==> config.mk <==
export PLATFORM = sky130hd
export DESIGN_NAME = div_unit
export DESIGN_NICKNAME = d
export VERILOG_FILES = /design/src/rtl/div_unit.sv
export SDC_FILE = /design/constraint.sdc
export NUM_CORES = 1
export LEC_CHECK = 0
export BUFFER_PORTS_ARGS = -buffer_cell sky130_fd_sc_hd__buf_2
export CORE_ASPECT_RATIO = 0.5
export CORE_MARGIN = 2
export CORE_UTILIZATION = 55
export DETAILED_ROUTE_END_ITERATION = 12
export PLACE_DENSITY = 0.72
export SETUP_SLACK_MARGIN = 0.4
export SLEW_MARGIN = 20
export SYNTH_ARGS = -nofsm -noshare
export SYNTH_HDL_FRONTEND = slang
export SYNTH_SLANG_ARGS = --single-unit
==> constraint.sdc <==
create_clock -name i_clk -period 3.7 [get_ports i_clk]
set_input_delay 0.74 -clock i_clk [delete_from_list [all_inputs] [get_ports i_clk]]
set_output_delay 0.74 -clock i_clk [all_outputs]
set_load 0.01 [all_outputs]
==> src/rtl/div_unit.sv <==
// rtl/div_unit.sv - iterative RV32M DIV/DIVU/REM/REMU unit, one quotient bit per cycle
module div_unit (
    input  logic        i_clk,
    input  logic        i_reset,
    input  logic        i_start,
    input  logic [1:0]  i_op,
    input  logic [31:0] i_rs1_data,
    input  logic [31:0] i_rs2_data,
    input  logic [4:0]  i_rd_addr,
    input  logic        i_flush,
    output logic        o_busy,
    output logic        o_valid,
    output logic [4:0]  o_rd_addr,
    output logic [31:0] o_rd_data,
    output logic        o_rd_wren
);

    typedef enum logic [1:0] {
        IDLE = 2'd0,
        CALC = 2'd1,
        DONE = 2'd2
    } state_t;

    state_t state;
    state_t state_next;

    logic        op_rem;
    logic [4:0]  rd;
    logic [31:0] dividend;
    logic [31:0] divisor;
    logic [31:0] quotient;
    logic [31:0] remainder;
    logic [4:0]  count;
    logic        neg_quo;
    logic        neg_rem;
    logic        bypass;
    logic [31:0] bypass_result;

    logic        is_signed;
    logic        div_zero;
    logic        overflow;
    logic        special;
    logic [31:0] special_result;
    logic [31:0] mag_rs1;
    logic [31:0] mag_rs2;

    assign is_signed = ~i_op[0];
    assign div_zero  = (i_rs2_data == 32'd0);
    assign overflow  = is_signed && (i_rs1_data == 32'h8000_0000) && (i_rs2_data == 32'hFFFF_FFFF);
    assign special   = div_zero | overflow;
    assign mag_rs1   = (is_signed && i_rs1_data[31]) ? -i_rs1_data : i_rs1_data;
    assign mag_rs2   = (is_signed && i_rs2_data[31]) ? -i_rs2_data : i_rs2_data;

    always_comb begin
        special_result = 32'd0;
        if (div_zero) begin
            special_result = i_op[1] ? i_rs1_data : 32'hFFFF_FFFF;
        end else if (overflow) begin
            special_result = i_op[1] ? 32'd0 : 32'h8000_0000;
        end
    end

    // 33-bit partial remainder: previous remainder with the next dividend bit shifted in
    logic [32:0] shifted;
    logic        fits;

    assign shifted = {remainder, dividend[31]};
    assign fits    = (shifted >= {1'b0, divisor});

    logic [31:0] quo_fixed;
    logic [31:0] rem_fixed;
    logic [31:0] result;

    assign quo_fixed = neg_quo ? -quotient : quotient;
    assign rem_fixed = neg_rem ? -remainder : remainder;
    assign result    = bypass ? bypass_result : (op_rem ? rem_fixed : quo_fixed);

    always_ff @(posedge i_clk) begin
        if (i_reset) begin
            state <= IDLE;
        end else begin
            state <= state_next;
        end
    end

    always_comb begin
        state_next = state;
        if (i_flush) begin
            state_next = IDLE;
        end else begin
            case (state)
                IDLE:    if (i_start) state_next = special ? DONE : CALC;
                CALC:    if (count == 5'd31) state_next = DONE;
                DONE:    state_next = IDLE;
                default: state_next = IDLE;
            endcase
        end
    end

    always_comb begin
        o_busy    = (state != IDLE);
        o_rd_wren = o_valid && (o_rd_addr != 5'd0);
    end

    always_ff @(posedge i_clk) begin
        if (i_reset) begin
            op_rem        <= 1'b0;
            rd            <= 5'd0;
            dividend      <= 32'd0;
            divisor       <= 32'd0;
            quotient      <= 32'd0;
            remainder     <= 32'd0;
            count         <= 5'd0;
            neg_quo       <= 1'b0;
            neg_rem       <= 1'b0;
            bypass        <= 1'b0;
            bypass_result <= 32'd0;
            o_valid       <= 1'b0;
            o_rd_addr     <= 5'd0;
            o_rd_data     <= 32'd0;
        end else begin
            o_valid <= 1'b0;
            case (state)
                IDLE: begin
                    if (i_start && !i_flush) begin
                        op_rem        <= i_op[1];
                        rd            <= i_rd_addr;
                        dividend      <= mag_rs1;
                        divisor       <= mag_rs2;
                        quotient      <= 32'd0;
                        remainder     <= 32'd0;
                        count         <= 5'd0;
                        neg_quo       <= is_signed && (i_rs1_data[31] ^ i_rs2_data[31]);
                        neg_rem       <= is_signed && i_rs1_data[31];
                        bypass        <= special;
                        bypass_result <= special_result;
                    end
                end
                CALC: begin
                    // a fitting shifted value is below 2*divisor, so the low 32 bits hold the difference
                    if (fits) begin
                        remainder <= shifted[31:0] - divisor;
                    end else begin
                        remainder <= shifted[31:0];
                    end
                    quotient <= {quotient[30:0], fits};
                    dividend <= {dividend[30:0], 1'b0};
                    count    <= count + 5'd1;
                end
                DONE: begin
                    if (!i_flush) begin
                        o_valid   <= 1'b1;
                        o_rd_addr <= rd;
                        o_rd_data <= result;
                    end
                end
                default: ;
            endcase
        end
    end

endmodule

-- Word-level counts from Yosys, hierarchy flattened
Index checks and enable logic that the tools add are counted.
- register bits: 214
- output and inout bits: 40
- logic and storage cells: 77
- add/subtract/negate cells: 6
- magnitude comparators: 1
- equal/unequal tests: 8
- multiplexer cells: 23
- bitwise operators: 5
- reduce and logical (&&, ||, !) cells: 19
- operators with widths (kind ; number):
    two-way mux 32 bit ; 13
    one-hot mux 32 bit (2 select lines) ; 3
    negator 32 bit ; 4
    equality test 32 bit (second input constant) ; 2
    >= comparator 33 x 32 -> 1 bit ; 1
    zero test 32 bit ; 1
    subtractor 32 bit ; 1
    one-hot mux 5 bit (2 select lines) ; 1
    AND reduction 2 bit ; 4
    logical AND 1 bit ; 7
    two-way mux 2 bit ; 3
    != test 2 bit (second input constant) ; 3
    adder 5 x 1 -> 5 bit (second input constant) ; 1
    equality test 5 bit (second input constant) ; 1
    two-way mux 5 bit ; 1
    nonzero test 5 bit ; 1
    one-hot mux 2 bit (2 select lines) ; 1
    nonzero test 2 bit ; 2
    OR reduction 2 bit ; 2
    NOT 1 bit ; 3
    equality test 2 x 1 -> 1 bit (second input constant) ; 1
    equality test 2 bit (second input constant) ; 1
    zero test 2 bit ; 1
    zero test 1 bit ; 1
    other kinds (3) ; 3

-- Logic depth before layout (Yosys ltp)
- word-level depth: 7
- mapped depth: 13

-- Least setup slack after synthesis
OpenSTA, ideal clock, no wires.
- kind: input-to-reg
- start: in i_rs2_data[12]
- end: reg bypass_result[31]
- library setup time: 0.070 ns
- arrival time: 3.224 ns
- data required time: 3.630 ns
- setup slack: 0.406 ns
- cell stages on the path: 9
- cells stage by stage: or4_1 -> or3_4 -> nor3_2 -> nand2_1 -> or4_4 -> nor4_4 -> nor2_1 -> a211o_1 -> a21oi_1
- longest elaborated chain between the ends: 4
- elaborated cells on any way between the ends: 5
- RTL lines (element ; line ; RTL):
    start, declared ; 8 ; input logic [31:0] i_rs2_data,
    equality test 32 bit ; 49 ; assign overflow = is_signed && (i_rs1_data == 32'h8000_0000) && (i_rs2_data == 32'hFFFF_FFFF);
    logical AND 1 bit ; 49 ;
    two-way mux 32 bit ; 58 ; end else if (overflow) begin
    two-way mux 32 bit * ; 56 ; if (div_zero) begin
    end signal, assigned ; 136 ; bypass_result <= special_result;
    end, declared ; 37 ; logic [31:0] bypass_result;
Every way passes the cells marked *; elsewhere a longest branch is shown, timed or not.
A chain may end at the register's enable or synchronous reset.

-- Worst setup path after layout
- start: reg quotient[0]
- end: reg o_rd_data[13]
- longest elaborated chain between the ends: 4
- RTL lines (element ; line ; RTL):
    start, declared ; 31 ; logic [31:0] quotient;
    start signal, assigned ; 146 ; quotient <= {quotient[30:0], fits};
    negator 32 bit ; 74 ; assign quo_fixed = neg_quo ? -quotient : quotient;
    two-way mux 32 bit ; 74 ;
    two-way mux 32 bit (2 in series) ; 76 ; assign result = bypass ? bypass_result : (op_rem ? rem_fixed : quo_fixed);
    end signal, assigned ; 154 ; o_rd_data <= result;
    end, declared ; 14 ; output logic [31:0] o_rd_data,
Every way passes these cells.

==> results.toml <==
[layout]
n_antenna_cell = 0
nFillCells = 2085
area_growth_syn_to_layout_pct = 13.2
final_cell_mix = "nand2_1, dfxtp_1, a21oi_1, nor2_1, buf_2"
fin_area_mm2 = 0.0148
utilization = 0.641
layout_commonest_cell = "nand2_1"
drive_gt1_frac = 0.127
final_nets = 1919

[global_routing]
grt_pass1_wl_mm = 62.9
gr-total-overflow = 0
grt_usage = 0.311
grt_max_degree = 128
antenna_found_initial = 0
grt_pass1_vias = 12000

[timing]
slew_viol_final = 0
fin_skew_ps = 22.6
slew_headroom = 0.287
hold_viol = 0
period_needed_ps = 3120
worst_pin_slew_ps = 1070
fin_crit_sh = 0.844
setup_viol_count_final = 0
rsz0062_at_grt = "true"
finalHoldWorstSlack_ps = 424
tns_ps = 0
fmax_ghz = 0.320

[yosys]
synth_cells = 1735
yosysSeqAreaShare = 0.328
ys.warnings.count = 0
ys_seq_elements = 214
syn_avg_cell_area_um2 = 7.52
netlist.area_leader.share = 0.328
synth_nets = 1850
synth_top_flop_cell = "dfxtp_1"
synth_area_leaders = "dfxtp_1, a21oi_1, nand2_1, xor2_1, xnor2_1"
synth_edf_count = 0
async_reset_ff_frac = 0
synth_cell_types = 71
yosysTopAreaCell = "dfxtp_1"
syn-cell-area_mm2 = 0.0130

[worst_setup_path]
cp_data_required_time_ps = 4160
start_kind = "flip-flop"
worstSetupPathType = "reg -> reg"
startpoint = "quotient[0]"
reg2reg_setup_slack_ps = 580
ff2ff_path_depth = 9
crit_end = "o_rd_data[13]"
worst_r2r_endpoint = "o_rd_data[13]"
crit_arrival_ps = 3590
r2r_start = "quotient[0]"
path_max_fanout = 6
cp-end-kind = "flip-flop"

[floorplanning]
start_util = 0.566
die_h_um = 113
pin_count = 115
fp.dieArea_mm2 = 0.0250
chipWidth_um = 222
core_area_mm2 = 0.0230
core.rowCount = 39

[clock_tree]
cts_sinks = 214
clk_path_buf_depth = 3
path_clk_slew_ps = 80
clock-root-buffer = "clkbuf_16"
htreeDepth = 1
cts_tree = "yes"
cts-buffers-inserted = 22
clock_latency_ps = 550

[drt]
ant_nets = 0
vias = 13000
wl_mm = 39.4
drc = 0
vias_per_cell = 6.13
drt_iter0_drc = 1326
drt-pass1-iter-count = 6
wl_per_cell_um = 18.6

[placed_design]
dpl_cell_area_mm2 = 0.0140
hpwl_mm = 28.4
portBuffers = 114
gp_congestion = 0.934

[status]
status = "finished, final reports clean"

[power]
leakagePower_nw = 5.60
ir_worst_vdd_mv = 0.308
p_per_area_mw_per_mm2 = 391
total_power_mw = 5.77

[hold_path]
hold_path.class = "in -> reg"

[job]
drv_cap = 0
-- kinds of logic (layout without fill, tap and decap cells) --
family                     after synthesis  in the layout  synth area share
and+or+nand+nor                        645            645             0.231
buffers and inverters                  176            259            0.0510
AOI/OAI and AO/OA                      491            491             0.234
DFF                                    214            214             0.328
xor gates and xnor gates               141            141            0.0947
muxes                                   28             28            0.0216
adders and majority gates               40             40            0.0389
-- layer usage --
metal / vias to the layer above / global-route usage / routed length (um)
met3: 73 / 0.0540 / 2880
met5: - / 0 / 0
met2: 460 / 0.494 / 17200
met1: 6185 / 0.432 / 18200
li1: 6304 / - / -
met4: 0 / 0.0982 / 1130
-- flip-flops by register name, indices dropped and copies added, names as in the netlist, 2 cells and up --
name           flops
bypass_result     32
dividend          32
divisor           32
o_rd_data         32
quotient          32
remainder         32
count              5
o_rd_addr          5
rd                 5
state              2
-- cell usage after synthesis (3+ instances only) --
cell type,number
a2111oi_0,3
a211oi_1,72
a21boi_0,5
a21o_1,7
a21oi_1,189
a221oi_1,8
a22oi_1,21
a31oi_1,9
a32oi_1,4
and2_1,6
and3_1,7
and4_1,4
buf_1,12
buf_2,4
clkbuf_1,103
dfxtp_1,214
ha_1,39
inv_1,57
mux2i_1,27
nand2_1,225
nand2b_1,35
nand3_1,85
nand3b_1,3
nand4_1,17
nor2_1,151
nor2b_1,7
nor3_1,44
nor4_1,17
o211ai_1,5
o21a_1,6
o21ai_0,95
o31ai_1,28
o41ai_1,12
or2_2,7
or3_1,13
or4_1,13
xnor2_1,70
xor2_1,71
-- report_power, final --
part / switching [mW] / internal (mW)
clock: 1.02 / 1.31
combinational: 0.618 / 0.394
sequential: 0.0616 / 2.36
-- through the flow --
stage                     std cells  setup slack, ps
after floorplan                1735              406
after global placement         2086             74.9
after detailed placement       2086             34.4
after CTS                      2124              417
after global routing           2125              362
final                          2125              577
-- worst max-delay path: stages, from the launching register on --
cell      delay [ps]
dfxtp_1          380
or4_1            600
or2_2            340
or3_1            390
o21ai_0          250
xnor2_1          160
nor2_1            60
a211oi_1         480
a211oi_1         190
nor3_1           200
-- worst min path at each step --
stage | start | end | slack (ps) | cells past startpoint
after floorplan | bypass_result[22] | bypass_result[22] | 430 | 2
after global placement | bypass_result[22] | bypass_result[22] | 440 | 2
after detailed placement | bypass_result[22] | bypass_result[22] | 440 | 2
after CTS | i_flush | state[0] | 410 | 2
after global routing | i_flush | state[0] | 440 | 2
final | i_flush | state[0] | 420 | 2
-- layout make-up --
type                       count  area (um2)  area share
clock buffer                  28         603      0.0409
clock inverter                10         140     0.00949
inverter                      57         214      0.0145
multi-input combinational   1345        8150       0.552
sequential                   214        4290       0.291
tap                          307         384      0.0260
timing repair buffer         164         985      0.0667
-- repair_timing --
| action | CTS | global route |
|---|---|---|
| endpoints found under the setup margin | 1 | 44 |
| hold buffers | 0 | 0 |
| gates resized for setup | 1 | 9 |
| buffers inserted | 0 | 1 |
| hold endpoints to repair | 0 | 0 |
| pin swaps | 0 | 1 |
Power figures use the tool's default switching activity.
